`src/rtl/pool_stream_buffer_if.sv`:
```
// Handshake bundle around pool_stream_buffer: pooled words in from the pooling
// layer, show-ahead words out to the next layer over valid/ready.
interface pool_stream_buffer_if #(
  parameter int D_WIDTH  = 8,
  parameter int CHANNELS = 4
);
  logic [D_WIDTH*CHANNELS-1:0] input_data;
  logic                        input_valid;
  logic [D_WIDTH*CHANNELS-1:0] output_data;
  logic                        output_valid;
  logic                        output_ready;
  logic                        frame_last;

  modport slave (
    input  input_data, input_valid, output_ready,
    output output_data, output_valid, frame_last
  );

  modport master (
    output input_data, input_valid, output_ready,
    input  output_data, output_valid, frame_last
  );
endinterface

```
`src/rtl/pool_stream_buffer.sv`:
```
// Show-ahead FIFO after the pooling layer; tags the last word of every frame.
// Optional macro POOL_BUF_RELU_EN clamps negative samples to zero on write.
module pool_stream_buffer #(
  parameter int D_WIDTH  = 8,
  parameter int CHANNELS = 4,
  parameter int DEPTH    = 16,
  parameter int OUT_SIZE = 4
) (
  input  logic                     clk,
  input  logic                     reset,
  input  logic                     clk_en,
  pool_stream_buffer_if.slave      bus,
  output logic                     overflow,
  output logic [$clog2(DEPTH):0]   count
);
  localparam int W     = D_WIDTH * CHANNELS;
  localparam int AW    = $clog2(DEPTH);
  localparam int FRAME = OUT_SIZE * OUT_SIZE;
  localparam int PW    = (FRAME > 1) ? $clog2(FRAME) : 1;
  localparam logic [AW:0]   FULL_CNT = (AW+1)'(DEPTH);
  localparam logic [PW-1:0] LAST_PIX = PW'(FRAME - 1);

  // Bit W of each entry carries the frame-last tag.
  logic [W:0]    r_mem [DEPTH];
  logic [AW-1:0] r_wr_ptr;
  logic [AW-1:0] r_rd_ptr;
  logic [AW:0]   r_count;
  logic          r_overflow;
  logic [PW-1:0] r_pix_cnt;

  logic          w_wr;
  logic          w_rd;
  logic          w_full;
  logic          w_empty;
  logic          w_push;
  logic          w_last;
  logic [W-1:0]  w_data_in;
  logic [W:0]    w_head;

  assign w_wr    = clk_en & bus.input_valid;
  assign w_empty = (r_count == '0);
  assign w_full  = (r_count == FULL_CNT);
  assign w_rd    = ~w_empty & bus.output_ready;
  assign w_push  = w_wr & (~w_full | w_rd);
  assign w_last  = (r_pix_cnt == LAST_PIX);

  always_comb begin
    w_data_in = bus.input_data;
`ifdef POOL_BUF_RELU_EN
    for (int c = 0; c < CHANNELS; c++) begin
      if (bus.input_data[D_WIDTH*c + D_WIDTH-1]) begin
        w_data_in[D_WIDTH*c +: D_WIDTH] = '0;
      end
    end
`endif
  end

  always_ff @(posedge clk) begin
    if (w_push) begin
      r_mem[r_wr_ptr] <= {w_last, w_data_in};
    end
  end

  always_ff @(posedge clk) begin
    if (reset) begin
      r_wr_ptr   <= '0;
      r_rd_ptr   <= '0;
      r_count    <= '0;
      r_overflow <= 1'b0;
      r_pix_cnt  <= '0;
    end else begin
      if (w_push) r_wr_ptr <= r_wr_ptr + AW'(1);
      if (w_rd)   r_rd_ptr <= r_rd_ptr + AW'(1);
      if (w_push && !w_rd)      r_count <= r_count + (AW+1)'(1);
      else if (!w_push && w_rd) r_count <= r_count - (AW+1)'(1);
      if (w_wr && w_full && !w_rd) r_overflow <= 1'b1;
      // Frame position advances on every write, even when the word is dropped.
      if (w_wr) r_pix_cnt <= w_last ? '0 : r_pix_cnt + PW'(1);
    end
  end

  assign w_head           = r_mem[r_rd_ptr];
  assign bus.output_valid = ~w_empty;
  assign bus.output_data  = w_empty ? '0 : w_head[W-1:0];
  assign bus.frame_last   = w_empty ? 1'b0 : w_head[W];
  assign overflow         = r_overflow;
  assign count            = r_count;
endmodule

```
`src/flat_wrapper.sv`:
```
// flat-port wrapper written by rule: the top's interface ports become plain ports
module pool_stream_buffer_flat 
#(
  parameter int D_WIDTH  = 8,
  parameter int CHANNELS = 4,
  parameter int DEPTH    = 16,
  parameter int OUT_SIZE = 4
)
  (clk, reset, clk_en, overflow, count, bus_input_data, bus_input_valid, bus_output_ready, bus_output_data, bus_output_valid, bus_frame_last);
  pool_stream_buffer_if #(.D_WIDTH(D_WIDTH), .CHANNELS(CHANNELS)) bus_i ();
  input  logic clk;
  input  logic reset;
  input  logic clk_en;
  output logic overflow;
  output logic [$clog2(DEPTH):0] count;
  input wire logic [$bits(bus_i.input_data)-1:0] bus_input_data;
  input wire logic [$bits(bus_i.input_valid)-1:0] bus_input_valid;
  input wire logic [$bits(bus_i.output_ready)-1:0] bus_output_ready;
  output wire logic [$bits(bus_i.output_data)-1:0] bus_output_data;
  output wire logic [$bits(bus_i.output_valid)-1:0] bus_output_valid;
  output wire logic [$bits(bus_i.frame_last)-1:0] bus_frame_last;
  assign bus_i.input_data = bus_input_data;
  assign bus_i.input_valid = bus_input_valid;
  assign bus_i.output_ready = bus_output_ready;
  assign bus_output_data = bus_i.output_data;
  assign bus_output_valid = bus_i.output_valid;
  assign bus_frame_last = bus_i.frame_last;
  pool_stream_buffer #(.D_WIDTH(D_WIDTH), .CHANNELS(CHANNELS), .DEPTH(DEPTH), .OUT_SIZE(OUT_SIZE)) u_core (.clk(clk), .reset(reset), .clk_en(clk_en), .bus(bus_i), .overflow(overflow), .count(count));
endmodule
```
`config.mk`:
```
export PLATFORM = sky130hd
export DESIGN_NAME = pool_stream_buffer_flat
export DESIGN_NICKNAME = d
export VERILOG_FILES = /design/src/rtl/pool_stream_buffer_if.sv /design/src/rtl/pool_stream_buffer.sv /design/src/flat_wrapper.sv
export SDC_FILE = /design/constraint.sdc
export NUM_CORES = 1
export LEC_CHECK = 0
export CAP_MARGIN = 20
export CORE_ASPECT_RATIO = 0.75
export CORE_MARGIN = 2
export CORE_UTILIZATION = 28
export DETAILED_ROUTE_END_ITERATION = 6
export SYNTH_ARGS = -nofsm -noshare
export SYNTH_HDL_FRONTEND = slang
export SYNTH_SLANG_ARGS = --single-unit
```
`constraint.sdc`:
```
create_clock -name clk -period 13.01 [get_ports clk]
set_input_delay 2.602 -clock clk [delete_from_list [all_inputs] [get_ports clk]]
set_output_delay 2.602 -clock clk [all_outputs]
set_load 0.02 [all_outputs]
```
==> results.sh <==
export IMPL_grt_total_usage_pct=11.7
export IMPL_worst_slack_ns=6.03
export IMPL_tritoncts="done"
export IMPL_ys_types=37
export IMPL_antenna_found_initial=5
export IMPL_outcome="complete, no violations"
export IMPL_final_cells=2084
export IMPL_ys_ff_latch=550
export IMPL_hold_depth=2
export IMPL_cts_made_buffers=55
export IMPL_fmax_mhz=143
export IMPL_tightest_slew_ns=1.10
export IMPL_ctsResizeCount=0
export IMPL_finalCritPeriodShare_pct=53.7
export IMPL_period_needed_ns=6.98
export IMPL_start_kind="flip-flop"
export IMPL_io_buffers=76
export IMPL_grt_pass1_wl_um=67600
export IMPL_route_detailed_drc=0
export IMPL_fill_cells=6970
export IMPL_drt_wl_total_um=45700
export IMPL_insertion_delay_ns=0.62
export IMPL_yosys_warnings=0
export IMPL_ir_worst_vdd_mv=0.120
export IMPL_h_tree_depth=2
export IMPL_maxCapViolCount=0
export IMPL_fin_area_um2=24900
export IMPL_r2r_end="u_core.count[4]"
export IMPL_cp_max_fo=45
export IMPL_die_area_um2=77900
export IMPL_clockBufferDepth=3
export IMPL_p_leak_nw=7.49
export IMPL_avgSynthCellArea_um2=22.3
export IMPL_rrSetupSlack_ns=9.75
export IMPL_fp_dieH_um=242
export IMPL_relSlewSlack_pct=26.8
export IMPL_tns_ns=0
export IMPL_r2r_start="u_core.count[0]"
export IMPL_worst_ep_required_time_ns=10.41
export IMPL_hp_start="u_core.r_pix_cnt[1]"
export IMPL_globalplace_congestion=0.718
export IMPL_die_x_um=322
export IMPL_via_per_inst=4.66
export IMPL_core_area_um2=75000
export IMPL_yosysSeqAreaShare_pct=76.9
export IMPL_pre_cts_ws_ns=6.49
export IMPL_final_nets=1106
export IMPL_layout_common_cells="528 x edfxtp_1, 132 x mux4_2, 76 x clkdlybuf4s50_1"
export IMPL_drive_gt1_share_pct=26.3
export IMPL_vias=9718
export IMPL_boundaryPins=77
export IMPL_finalSetupViolCount=0
export IMPL_path_class="flip-flop to primary output"
export IMPL_drt_iter0_markers=698
export IMPL_p_per_area_nw_per_um2=185
export IMPL_r2r_cells=9
export IMPL_finalHoldViolCount=0
export IMPL_drt_antenna_violating_nets=0
export IMPL_cts_sinks=550
export IMPL_first_pass_iters=5
export IMPL_critical_path_arrival_ns=4.38
export IMPL_crit_path_end_kind="primary output"
export IMPL_mostFrequentLayoutCell="edfxtp_1"
export IMPL_rsz0062_at_grt="false"
export IMPL_hold_buffers=0
export IMPL_syn_area_um2=21200
export IMPL_placed_cell_area_um2=23200
export IMPL_hold_slack_ns=0.504
export IMPL_min_path_type="flip-flop to flip-flop"
export IMPL_grt_max_degree=69
export IMPL_wl_per_cell_um=21.9
export IMPL_syn_nets=999
export IMPL_dp_hpwl_um=25100
export IMPL_cts_setup_buffers=0
export IMPL_synthCells=951
export IMPL_grt_pass1_vias=10300
export IMPL_cts_root_buffer="clkbuf_16"
export IMPL_grt_overflow_total=0
export IMPL_hold_end="u_core.r_pix_cnt[1]"
export IMPL_path_clk_slew_ns=0.06
export IMPL_syn2layout_area_growth_pct=17.7
export IMPL_clock_skew_ns=0.0260
export IMPL_std_cell_rows=87
export IMPL_dp_cells=1980
export IMPL_drv_slew=0
export IMPL_initial_core_util_pct=28.2
cell type report:
| cell class | instances | area, um^2 | area share, % |
|---|---|---|---|
| repair buffers | 100 | 941 | 3.77 |
| inverters | 10 | 37.5 | 0.151 |
| clock buffers | 65 | 1410 | 5.67 |
| multi-input cells | 341 | 4690 | 18.8 |
| clock inverters | 37 | 315 | 1.26 |
| flip-flops and latches | 550 | 16300 | 65.4 |
| diodes | 2 | 5.00 | 0.0201 |
| well taps | 979 | 1220 | 4.91 |
how the worst max path moves through the flow:
stage              start                  end  depth (start not counted)
4_1_cts        flip-flop       bus_frame_last                          6
5_1_grt        flip-flop       bus_frame_last                          6
3_3_place_gp   flip-flop  bus_output_data[10]                          6
3_5_place_dp   flip-flop       bus_frame_last                          6
2_1_floorplan     clk_en   u_core.r_mem[1][0]                          3
6_report       flip-flop       bus_frame_last                          6
metrics by stage:
stage,utilization [%],total power [mW]
after floorplan,-,2.73
after global placement,30.9,3.14
final,33.2,4.60
after global routing,33.2,4.79
after CTS,33.2,4.67
after detailed placement,30.9,3.15
per-layer routing:
layer,vias up,GRT usage [%],part of all wire (%)
met2,272,18.2,47
met4,10,2.87,1.5
met5,-,0,0.13
met1,5169,16.4,45
met3,62,3.08,6.7
li1,4205,-,-
cell families after synthesis:
kind of cell / count (synthesis) / synth area share, %
mux: 168 / 15.9
flops: 550 / 76.9
fa+ha+maj: 11 / 0.685
simple gates: 100 / 2.59
buf+inv: 60 / 1.32
compound gates: 53 / 2.14
xor+xnor: 9 / 0.372
Yosys cell counts, drive strengths merged:
cell type    n  share of area [%]
nor2        27               0.48
nor4         6               0.21
a221o       33                1.6
or4          1              0.053
nand2        9               0.16
clkbuf      17               0.30
mux2        34                1.8
o211ai       3               0.13
dfxtp       22                2.1
a211oi       2              0.071
fa           1              0.095
nand3        2              0.047
ha          10               0.59
xor2         6               0.25
a21oi        9               0.21
buf         33               0.84
xnor2        3               0.12
or3          2              0.059
and3         2              0.059
nor4bb       1              0.047
mux2i        2              0.095
o21ai        3              0.071
nor3         1              0.024
and2         9               0.27
inv         10               0.18
nor3b        2              0.071
a31oi        1              0.030
a21o         2              0.071
nand2b       2              0.059
mux4       132                 14
nor2b       36                1.1
edfxtp     528                 75
state kept, by name (all words and copies together), names as in the netlist, named ones only:
signal and count:
u_core.count 5, u_core.overflow 1, u_core.r_mem 528, u_core.r_pix_cnt 4, u_core.r_rd_ptr 4, u_core.r_wr_ptr 4
power breakdown:
group | leakage (nW) | internal [mW] | switching (mW) | total [mW]
registers | 4.92 | 1.97 | 0.0619 | 2.03
logic | 1.72 | 0.528 | 0.529 | 1.06
clock network | 0.840 | 0.843 | 0.672 | 1.52
total | 7.49 | 3.34 | 1.26 | 4.60
critical path: stages, from the launching register on:
cell,delay (ns)
dfxtp_4,0.69
buf_4,0.61
buf_4,0.77
mux4_2,0.59
nor2b_1,0.15
a221o_1,0.37
clkdlybuf4s50_1,0.57
No activity file was read; power rests on OpenSTA's default activity.
